<file path="src/rtl/dd_pkg.sv">
// rtl/dd_pkg.sv - shared GPIF scheduler state encoding and default timing constants
package dd_pkg;

    typedef enum logic [2:0] {
        ST_IDLE,
        ST_ARM,
        ST_BURST,
        ST_GAP,
        ST_SHORT
    } state_t;

    localparam int DEF_BURST_LEN  = 1024;
    localparam int DEF_LEVEL_W    = 11;
    localparam int DEF_GAP_CYCLES = 4;
    localparam int DEF_WM_TAIL    = 2;

endpackage

</file>
<file path="src/rtl/gpif_burst_scheduler_if.sv">
// rtl/gpif_burst_scheduler_if.sv - FIFO read port and FX3 thread-0 pins seen by the scheduler
interface gpif_burst_scheduler_if #(
    parameter int LEVEL_W = dd_pkg::DEF_LEVEL_W
);
    import dd_pkg::*;

    logic               capture_enable;
    logic               fx3_th0Ready;
    logic               fx3_th0Wmark;
    logic [LEVEL_W-1:0] fifo_level;
    logic               fifo_full;
    logic               fifo_read;
    logic               fx3_nWrite;
    logic               fx3_nShort;
    logic               fx3_nError;
    logic [15:0]        burst_count;
    logic               busy;

    // Environment side: FIFO, FX3 flags and run control
    modport master (
        output capture_enable, fx3_th0Ready, fx3_th0Wmark, fifo_level, fifo_full,
        input  fifo_read, fx3_nWrite, fx3_nShort, fx3_nError, burst_count, busy
    );

    // Scheduler side
    modport slave (
        input  capture_enable, fx3_th0Ready, fx3_th0Wmark, fifo_level, fifo_full,
        output fifo_read, fx3_nWrite, fx3_nShort, fx3_nError, burst_count, busy
    );

endinterface

</file>
<file path="src/rtl/gpif_word_counter.sv">
// rtl/gpif_word_counter.sv - loadable down-counter with terminal-count flag
module gpif_word_counter #(
    parameter int W = 10
) (
    input  logic         clk,
    input  logic         rst,
    input  logic         i_load,
    input  logic         i_en,
    input  logic [W-1:0] i_value,
    output logic [W-1:0] o_count,
    output logic         o_tc
);
    logic [W-1:0] r_count;

    // Load wins over decrement; the count parks at zero so tc stays asserted
    always_ff @(posedge clk or posedge rst) begin
        if (rst) begin
            r_count <= '0;
        end else if (i_load) begin
            r_count <= i_value;
        end else if (i_en && (r_count != '0)) begin
            r_count <= r_count - W'(1);
        end
    end

    assign o_count = r_count;
    assign o_tc    = (r_count == '0);

endmodule

</file>
<file path="src/rtl/gpif_burst_scheduler.sv">
// rtl/gpif_burst_scheduler.sv - GPIF-II write burst sequencer from FIFO read side into FX3 thread 0
module gpif_burst_scheduler
    import dd_pkg::*;
#(
    parameter int BURST_LEN  = DEF_BURST_LEN,
    parameter int LEVEL_W    = DEF_LEVEL_W,
    parameter int GAP_CYCLES = DEF_GAP_CYCLES,
    parameter int WM_TAIL    = DEF_WM_TAIL
) (
    input  logic                   fx3_clock,
    input  logic                   fx3_reset,
    gpif_burst_scheduler_if.slave  gpif
);
    localparam int                 CNT_W        = $clog2(BURST_LEN);
    localparam logic [LEVEL_W-1:0] LVL_BURST    = LEVEL_W'(BURST_LEN);
    localparam logic [CNT_W-1:0]   LD_BURST     = CNT_W'(BURST_LEN - 1);
    localparam logic [CNT_W-1:0]   LD_SHORT_MAX = CNT_W'(BURST_LEN - 2);
    localparam logic [CNT_W-1:0]   LD_GAP       = CNT_W'(GAP_CYCLES - 1);
    localparam logic [CNT_W-1:0]   LD_TAIL      = CNT_W'(WM_TAIL - 1);
    localparam logic [CNT_W-1:0]   TAIL_WORDS   = CNT_W'(WM_TAIL);

    state_t       r_state;
    logic         r_strobe;
    logic         r_nshort;
    logic         r_nerror;
    logic         r_busy;
    logic         r_tail;
    logic         r_ready_q;
    logic [15:0]  r_burst_count;

    logic             w_cnt_load;
    logic             w_cnt_en;
    logic [CNT_W-1:0] w_cnt_value;
    logic [CNT_W-1:0] w_count;
    logic             w_tc;
    logic             w_start_burst;
    logic             w_level_zero;
    logic             w_wm_hit;
    logic [CNT_W-1:0] w_short_load;

    // The counter value is "words left after the current one", so tc marks the last word
    gpif_word_counter #(.W(CNT_W)) u_word_counter (
        .clk     (fx3_clock),
        .rst     (fx3_reset),
        .i_load  (w_cnt_load),
        .i_en    (w_cnt_en),
        .i_value (w_cnt_value),
        .o_count (w_count),
        .o_tc    (w_tc)
    );

    assign w_level_zero  = (gpif.fifo_level == '0);
    assign w_start_burst = !r_ready_q && (gpif.fifo_level >= LVL_BURST);
    // A short packet never fills a whole DMA buffer, otherwise FX3 would not see it as short
    assign w_short_load  = (gpif.fifo_level >= LVL_BURST) ? LD_SHORT_MAX
                                                          : CNT_W'(gpif.fifo_level - LEVEL_W'(1));
    // A watermark with no more than WM_TAIL words left just lets the burst finish normally
    assign w_wm_hit      = !gpif.fx3_th0Wmark && !r_tail && (w_count > TAIL_WORDS);

    // Counter loads at every phase entry and counts down inside BURST, SHORT and GAP
    always_comb begin
        w_cnt_load  = 1'b0;
        w_cnt_en    = 1'b0;
        w_cnt_value = '0;
        case (r_state)
            ST_ARM: begin
                if (w_start_burst) begin
                    w_cnt_load  = 1'b1;
                    w_cnt_value = LD_BURST;
                end else if (!gpif.capture_enable && !w_level_zero) begin
                    w_cnt_load  = 1'b1;
                    w_cnt_value = w_short_load;
                end
            end
            ST_BURST: begin
                if (w_tc) begin
                    w_cnt_load  = 1'b1;
                    w_cnt_value = LD_GAP;
                end else if (w_wm_hit) begin
                    w_cnt_load  = 1'b1;
                    w_cnt_value = LD_TAIL;
                end else begin
                    w_cnt_en = 1'b1;
                end
            end
            ST_SHORT: begin
                if (w_tc) begin
                    w_cnt_load  = 1'b1;
                    w_cnt_value = LD_GAP;
                end else begin
                    w_cnt_en = 1'b1;
                end
            end
            ST_GAP:  w_cnt_en = 1'b1;
            default: w_cnt_en = 1'b0;
        endcase
    end

    // Burst FSM with registered strobe, short flag, sticky error, burst counter and busy
    always_ff @(posedge fx3_clock or posedge fx3_reset) begin
        if (fx3_reset) begin
            r_state       <= ST_IDLE;
            r_strobe      <= 1'b0;
            r_nshort      <= 1'b1;
            r_nerror      <= 1'b1;
            r_busy        <= 1'b0;
            r_tail        <= 1'b0;
            r_ready_q     <= 1'b1;
            r_burst_count <= '0;
        end else begin
            // Thread-ready is registered once before gating a burst start
            r_ready_q <= gpif.fx3_th0Ready;
            if ((r_state != ST_IDLE) && gpif.fifo_full) begin
                r_nerror <= 1'b0;
            end
            case (r_state)
                ST_IDLE: begin
                    if (gpif.capture_enable) begin
                        r_state       <= ST_ARM;
                        r_busy        <= 1'b1;
                        r_burst_count <= '0;
                        // An overflow on the arming cycle still counts against the new run
                        r_nerror      <= !gpif.fifo_full;
                    end
                end
                ST_ARM: begin
                    if (w_start_burst) begin
                        r_state  <= ST_BURST;
                        r_strobe <= 1'b1;
                        r_tail   <= 1'b0;
                    end else if (!gpif.capture_enable) begin
                        if (!w_level_zero) begin
                            r_state  <= ST_SHORT;
                            r_strobe <= 1'b1;
                            r_nshort <= (gpif.fifo_level != LEVEL_W'(1));
                        end else begin
                            r_state <= ST_IDLE;
                            r_busy  <= 1'b0;
                        end
                    end
                end
                ST_BURST: begin
                    if (w_tc) begin
                        r_state  <= ST_GAP;
                        r_strobe <= 1'b0;
                        if (!r_tail) begin
                            r_burst_count <= r_burst_count + 16'd1;
                        end
                    end else if (w_wm_hit) begin
                        r_tail <= 1'b1;
                    end
                end
                ST_SHORT: begin
                    if (w_tc) begin
                        r_state  <= ST_GAP;
                        r_strobe <= 1'b0;
                        r_nshort <= 1'b1;
                    end else if (w_count == CNT_W'(1)) begin
                        r_nshort <= 1'b0;
                    end
                end
                ST_GAP: begin
                    if (w_tc) begin
                        r_state <= ST_ARM;
                    end
                end
                default: begin
                    r_state  <= ST_IDLE;
                    r_strobe <= 1'b0;
                    r_busy   <= 1'b0;
                end
            endcase
        end
    end

    assign gpif.fifo_read   = r_strobe;
    assign gpif.fx3_nWrite  = !r_strobe;
    assign gpif.fx3_nShort  = r_nshort;
    assign gpif.fx3_nError  = r_nerror;
    assign gpif.burst_count = r_burst_count;
    assign gpif.busy        = r_busy;

endmodule

</file>
<file path="src/flat_wrapper.sv">
// flat-port wrapper written by rule: the top's interface ports become plain ports
module gpif_burst_scheduler_flat import dd_pkg::*;
#(
    parameter int BURST_LEN  = DEF_BURST_LEN,
    parameter int LEVEL_W    = DEF_LEVEL_W,
    parameter int GAP_CYCLES = DEF_GAP_CYCLES,
    parameter int WM_TAIL    = DEF_WM_TAIL
)
  (fx3_clock, fx3_reset, gpif_capture_enable, gpif_fx3_th0Ready, gpif_fx3_th0Wmark, gpif_fifo_level, gpif_fifo_full, gpif_fifo_read, gpif_fx3_nWrite, gpif_fx3_nShort, gpif_fx3_nError, gpif_burst_count, gpif_busy);
  gpif_burst_scheduler_if #(.LEVEL_W(LEVEL_W)) gpif_i ();
  input  logic fx3_clock;
  input  logic fx3_reset;
  input wire logic [$bits(gpif_i.capture_enable)-1:0] gpif_capture_enable;
  input wire logic [$bits(gpif_i.fx3_th0Ready)-1:0] gpif_fx3_th0Ready;
  input wire logic [$bits(gpif_i.fx3_th0Wmark)-1:0] gpif_fx3_th0Wmark;
  input wire logic [$bits(gpif_i.fifo_level)-1:0] gpif_fifo_level;
  input wire logic [$bits(gpif_i.fifo_full)-1:0] gpif_fifo_full;
  output wire logic [$bits(gpif_i.fifo_read)-1:0] gpif_fifo_read;
  output wire logic [$bits(gpif_i.fx3_nWrite)-1:0] gpif_fx3_nWrite;
  output wire logic [$bits(gpif_i.fx3_nShort)-1:0] gpif_fx3_nShort;
  output wire logic [$bits(gpif_i.fx3_nError)-1:0] gpif_fx3_nError;
  output wire logic [$bits(gpif_i.burst_count)-1:0] gpif_burst_count;
  output wire logic [$bits(gpif_i.busy)-1:0] gpif_busy;
  assign gpif_i.capture_enable = gpif_capture_enable;
  assign gpif_i.fx3_th0Ready = gpif_fx3_th0Ready;
  assign gpif_i.fx3_th0Wmark = gpif_fx3_th0Wmark;
  assign gpif_i.fifo_level = gpif_fifo_level;
  assign gpif_i.fifo_full = gpif_fifo_full;
  assign gpif_fifo_read = gpif_i.fifo_read;
  assign gpif_fx3_nWrite = gpif_i.fx3_nWrite;
  assign gpif_fx3_nShort = gpif_i.fx3_nShort;
  assign gpif_fx3_nError = gpif_i.fx3_nError;
  assign gpif_burst_count = gpif_i.burst_count;
  assign gpif_busy = gpif_i.busy;
  gpif_burst_scheduler #(.BURST_LEN(BURST_LEN), .LEVEL_W(LEVEL_W), .GAP_CYCLES(GAP_CYCLES), .WM_TAIL(WM_TAIL)) u_core (.fx3_clock(fx3_clock), .fx3_reset(fx3_reset), .gpif(gpif_i));
endmodule
</file>
<file path="config.mk">
export PLATFORM = sky130hd
export DESIGN_NAME = gpif_burst_scheduler_flat
export DESIGN_NICKNAME = d
export VERILOG_FILES = /design/src/rtl/dd_pkg.sv /design/src/rtl/gpif_burst_scheduler_if.sv /design/src/rtl/gpif_word_counter.sv /design/src/rtl/gpif_burst_scheduler.sv /design/src/flat_wrapper.sv
export SDC_FILE = /design/constraint.sdc
export NUM_CORES = 1
export LEC_CHECK = 0
export CAP_MARGIN = 20
export CORE_MARGIN = 2
export CORE_UTILIZATION = 53
export DETAILED_ROUTE_END_ITERATION = 16
export GPL_TIMING_DRIVEN = 0
export PLACE_DENSITY = 0.8
export SETUP_SLACK_MARGIN = 0.4
export SLEW_MARGIN = 30
export SYNTH_ARGS = -nofsm -noshare
export SYNTH_HDL_FRONTEND = slang
export SYNTH_SLANG_ARGS = --single-unit
</file>
<file path="constraint.sdc">
create_clock -name fx3_clock -period 2.35 [get_ports fx3_clock]
set_input_delay 0.235 -clock fx3_clock [delete_from_list [all_inputs] [get_ports fx3_clock]]
set_output_delay 0.235 -clock fx3_clock [all_outputs]
set_load 0.03 [all_outputs]
</file>
* Word level (Yosys, flattened, before mapping) *
Index checks and enable logic that the tools add are counted.

storage, ports and cells
  register bits = 35
  latch bits = 0
  RAM bits = 0
  ROM bits = 0
  input bits = 17
  word-level logic and storage cells = 121
  memories = 0

cells by class
  add/subtract/negate cells = 3
  multipliers = 0
  divide/modulo/power cells = 0
  $lt $le $gt $ge = 2
  equality and inequality tests = 21
  shift-type cells = 0
  muxes and demuxes = 53
  bitwise operators = 2
  reductions and logical operators = 31

operators with widths
  kind                     number
  $mux W10                 6
  $mux W16                 3
  $pmux W16 S2             1
  $pmux W10 S3             1
  $mux W1                  28
  $sub A10 B1 Y10 const B  2
  $mux W3                  6
  $add A16 B1 Y16 const B  1
  $ne A2 B2 Y1 const B     8
  $reduce_and A4 Y1        4
  $pmux W1 S3              4
  $pmux W3 S4              1
  $ge A11 B11 Y1 const B   1
  $logic_not A11 Y1        1
  $ne A11 B1 Y1 const B    1
  $eq A10 B1 Y1 const B    1
  $gt A10 B2 Y1 const B    1
  $logic_not A10 Y1        1
  $reduce_and A5 Y1        2
  $reduce_bool A10 Y1      1
  $ne A3 B2 Y1 const B     3
  $ne A2 B1 Y1 const B     4
  $reduce_bool A2 Y1       4
  $logic_not A1 Y1         7
  other kinds (11)         20

* Longest topological paths before layout *
Gate-level depths: netlist (run 1).

  depth in word-level cells = 9
  gate-level depth with buffers = 9
  gate-level depth less buffers = 8

* Cells and area by module *
From an unflattened synthesis (run 1), not the netlist that was laid out.

unflattened totals
  cell total of the unflattened synthesis = 269
  area total of the unflattened synthesis = 2351.0 um^2

modules (own cells, without submodules)
  module                instances  cells each  area an instance (um^2)  sequential area each (um^2)
  gpif_burst_scheduler  1          200         1695.4                   629.4
  gpif_word_counter     1          69          655.6                    250.2

* Worst setup path after synthesis (run 1) *
Ideal clock, no wire load.

  kind = register -> register
  from = register u_core.u_word_counter.r_count[0] (netlist: u_core.u_word_counter.o_count[0])
  to = register u_core.u_word_counter.r_count[6] (netlist: u_core.u_word_counter.o_count[6])
  library setup time = 0.094 ns
  arrival = 1.914 ns
  path slack = 0.342 ns
  stages on the path, launching flop included = 10
  clock period less this slack = 2.008 ns
  cells stage by stage = dfrtp_1 -> inv_1 -> ha_1 -> and3_1 -> buf_2 -> a31oi_1 -> buf_4 -> nand4b_1 -> xor2_1 -> a221oi_2

between the ends
  word-level cells in the longest chain between the ends = 7
  elaborated cells between the ends (all ways) = 17
  classes of those cells = 1 x add/sub; 1 x order compare; 10 x mux; 5 x reduce/logical

RTL lines
  element                              line                        text
  start, declared                      gpif_word_counter.sv:13     logic [W-1:0] r_count;
  start signal, assigned               gpif_word_counter.sv:20     r_count <= i_value;
  start signal, assigned               gpif_word_counter.sv:22     r_count <= r_count - W'(1);
  $gt A10 B2 Y1                        gpif_burst_scheduler.sv:58  assign w_wm_hit = !gpif.fx3_th0Wmark && !r_tail && (w_count > TAIL_WORDS);
  $logic_and A1 B1 Y1                  gpif_burst_scheduler.sv:58
  $mux W1                              gpif_burst_scheduler.sv:79  end else if (w_wm_hit) begin
  $mux W1                              gpif_burst_scheduler.sv:76  if (w_tc) begin
  $pmux W1 S3                          gpif_burst_scheduler.sv:65  case (r_state)
  $logic_and A1 B1 Y1                  gpif_word_counter.sv:21     end else if (i_en && (r_count != '0)) begin
  $reduce_bool A2 Y1 (no source line)  --

Parallel ways exist; a longest one is shown, timed or not. The select of a mux whose other input is x is not followed.
A chain may end at the register's enable or synchronous reset.

* Worst setup path in the final report (run 1) *
  from = register u_core.u_word_counter.r_count[3] (netlist: u_core.u_word_counter.o_count[3])
  to = register u_core.u_word_counter.r_count[6] (netlist: u_core.u_word_counter.o_count[6])

Same word-level chain as after synthesis.

==> results.ini, run 1 <==
[setup_path]
rrSetupSlack_ps=290
arrival_ps=2250
r2r-end=u_core.u_word_counter.o_count[6]$_DFFE_PP0P_
crit_fanout=6
path_class=reg -> reg
reg2reg_from=u_core.u_word_counter.o_count[3]$_DFFE_PP0P_
cp.required_ps=2540
start_kind=flop
end_kind=flop
rr_worst_depth=8

[sta]
hold_viol=0
fin_crit_sh=0.877
fin_crit_ps=2060
slew_violations=0
fmax_mhz=485
holdWs_ps=351
slew_headroom=0.525
finClkSkew_ps=6.03
rsz0062_at_grt=yes
tightestPinTransition_ps=712
finalSetupViolations=0

[finish]
multi_input_area_sq_um=1460
ff_latch_area_sq_um=888
area.growth.synth_to_final_pct=40.3
final_cells=374
num-nets-final=348
drive_gt1_frac=0.247
antenna_cells=0
fillers=267

[grt]
antenna_found_initial=0
grt_pass1_vias=2006
grt_pass1_wl_um=9430
grt_max_degree=36
grt_overflow=0
grt_usage=0.240

[logic_synthesis]
synth-seq-cells=35
synth-edff-count=0
yosysTopAreaCell=dfrtp_1
synth_flop_cell=dfrtp_1
yosysSeqAreaShare=0.389
netlist_instances=254
synth_top_area_share=0.355
yosys_warnings=0
synth_area_sq_um=2260
synth_cell_type_count=46
synth.avg_cell_area_sq_um=8.89
synth_nets=279
synthArstFlopShare=1.00
synth_area_leaders=dfrtp_1 35%, nor2_1 5.2%, xnor2_1 5.0%

[clock_tree]
cts_made_buffers=5
cts_tree=yes
numClockSinks=35
htree_levels=2
clock_latency_ps=290
cts_buffer_depth=2
cts_root_buffer=clkbuf_8
path_clk_slew_ps=70

[min_path]
hp-start=gpif_capture_enable
min_to=u_core.gpif.fx3_nError$_DFF_PP1_
holdCritPathClass=in -> reg
hold_depth=3

[pwr]
ir_drop_mv=0.510
power_leakage_uw=0.00130
p_per_area_nw_per_um2=882

[drt]
via_per_inst=5.76
routed_wl_um=5900
drt-pass1-iter-count=4
vias=2154
drcViolationCount=0
final_antenna_net_count=0
wl_per_cell_um=15.8
drtIter0Drc=123

[floorplan]
core.rowCount=23
pin_count=38
core_area_sq_um=4060
die_w_um=69.3
die_h_um=69.3
initial_core_util=0.557
dieArea_sq_um=4800

[placement]
place_inst=340
place_congestion=0.821
port_buffers=36
dp_hpwl_um=3870

[run_status]
status=finished clean

[job]
cap_violations=0

sequential cells by signal, indices dropped and copies added, names as in the netlist:
name / flops
u_core.r_tail: 1
u_core.gpif.busy: 1
u_core.r_state: 3
u_core.gpif.fx3_nShort: 1
u_core.gpif.fifo_read: 1
u_core.gpif.fx3_nError: 1
u_core.r_ready_q: 1
u_core.u_word_counter.o_count: 10
u_core.gpif.burst_count: 16
cell usage after synthesis (6+ instances only):
| cell | n |
|---|---|
| dfrtp_1 | 32 |
| ha_1 | 8 |
| xnor2_1 | 13 |
| nand3_1 | 10 |
| o21ai_0 | 13 |
| nand2_1 | 17 |
| nor2_1 | 31 |
| nand4_1 | 6 |
| inv_1 | 12 |
| nand2b_1 | 8 |
| o22ai_1 | 7 |
| nor3_1 | 14 |
| xor2_1 | 12 |
| a21oi_1 | 13 |
metrics by stage:
step / utilization / setup slack (ps) / setup TNS (ps) / power, uW / instance area (sq um)
floorplan: - / 404 / 0 / 1750 / 2260
global placement: 0.661 / -197 / -197 / 2080 / 2680
detailed placement: 0.661 / -223 / -262 / 2100 / 2680
CTS: 0.723 / 293 / 0 / 2670 / 2940
global route: 0.781 / 182 / 0 / 2970 / 3170
finish: 0.781 / 289 / 0 / 2790 / 3170
cells in the final DEF (no fill, tap or decap), types with 5 or more instances in the layout:
cell type	n
clkdlybuf4s50_1	36
nor2_1	28
dfrtp_1	25
buf_4	24
nand2_1	15
xnor2_1	13
xor2_1	11
a21oi_1	11
o21ai_0	10
inv_1	10
nand3_1	10
nand2b_1	8
nor3_1	8
o22ai_1	7
ha_1	7
dfrtp_2	7
buf_6	6
nand4_1	6
nor3_4	5
clkbuf_8	5
cell type report:
type / count / area share
Clock buffer: 5 / 0.0217
Inverter: 12 / 0.0142
Clock inverter: 3 / 0.00474
Sequential cell: 35 / 0.280
Multi-Input combinational cell: 198 / 0.461
Tap cell: 50 / 0.0197
Buffer: 9 / 0.0205
Timing Repair Buffer: 62 / 0.178
power by group:
group          switching, uW  total (uW)  internal [uW]
sequential               223        1020            793
combinational            716        1350            636
clock                    223         426            203
timing repair:
action,in CTS,in global routing
pin swaps,7,25
endpoints found under the setup margin,24,21
resized for setup,21,29
hold buffers,0,0
buffers inserted,10,15
cloned,0,1
routing by layer:
layer | GRT usage | up-vias | wire length (um)
met2 | 0.410 | 46 | 3050
met1 | 0.303 | 1051 | 2500
met5 | 0 | - | 0
met3 | 0.0567 | 9 | 271
met4 | 0.0654 | 0 | 77
li1 | - | 1048 | -
worst max-delay path, cell delays in order (launching register included):
cell and delay (ps):
dfrtp_2 430, nor4_4 280, buf_4 180, nand4_1 130
a31oi_4 230, buf_6 160, nand4b_1 120, xor2_1 180
a221oi_2 250
logic make-up after synthesis:
logic type	count (synthesis)	synth area share
buffers and inverters	21	0.0427
XOR/XNOR	25	0.0970
AO/OA/AOI/OAI	58	0.172
multiplexers	1	0.00443
AND/OR/NAND/NOR	106	0.250
flip-flops	35	0.389
adder cells (fa/ha/maj)	8	0.0443
how the worst max path moves through the flow:
stage	start	endpoint	slack [ps]
2_1_floorplan	u_core.u_word_counter.o_count[8]$_DFFE_PP0P_	u_core.u_word_counter.o_count[6]$_DFFE_PP0P_	400
3_3_place_gp	gpif_fifo_level[4]	u_core.u_word_counter.o_count[1]$_DFFE_PP0P_	-200
3_5_place_dp	gpif_fifo_level[4]	u_core.u_word_counter.o_count[1]$_DFFE_PP0P_	-220
4_1_cts	u_core.u_word_counter.o_count[7]$_DFFE_PP0P_	u_core.u_word_counter.o_count[6]$_DFFE_PP0P_	290
5_1_grt	u_core.u_word_counter.o_count[3]$_DFFE_PP0P_	u_core.u_word_counter.o_count[6]$_DFFE_PP0P_	180
6_report	u_core.u_word_counter.o_count[3]$_DFFE_PP0P_	u_core.u_word_counter.o_count[6]$_DFFE_PP0P_	290
Power figures use the tool's default switching activity.
==> inputs of run 2 (changes only) <==
--- a/config.mk
+++ b/config.mk
@@ -10,6 +10,7 @@
 export CORE_UTILIZATION = 53
 export DETAILED_ROUTE_END_ITERATION = 16
 export GPL_TIMING_DRIVEN = 0
+export HOLD_SLACK_MARGIN = 0.1
 export PLACE_DENSITY = 0.8
 export SETUP_SLACK_MARGIN = 0.4
 export SLEW_MARGIN = 30
==> results of run 2 <==
The final DEF is identical to that of run 1; final timing and power are the same.
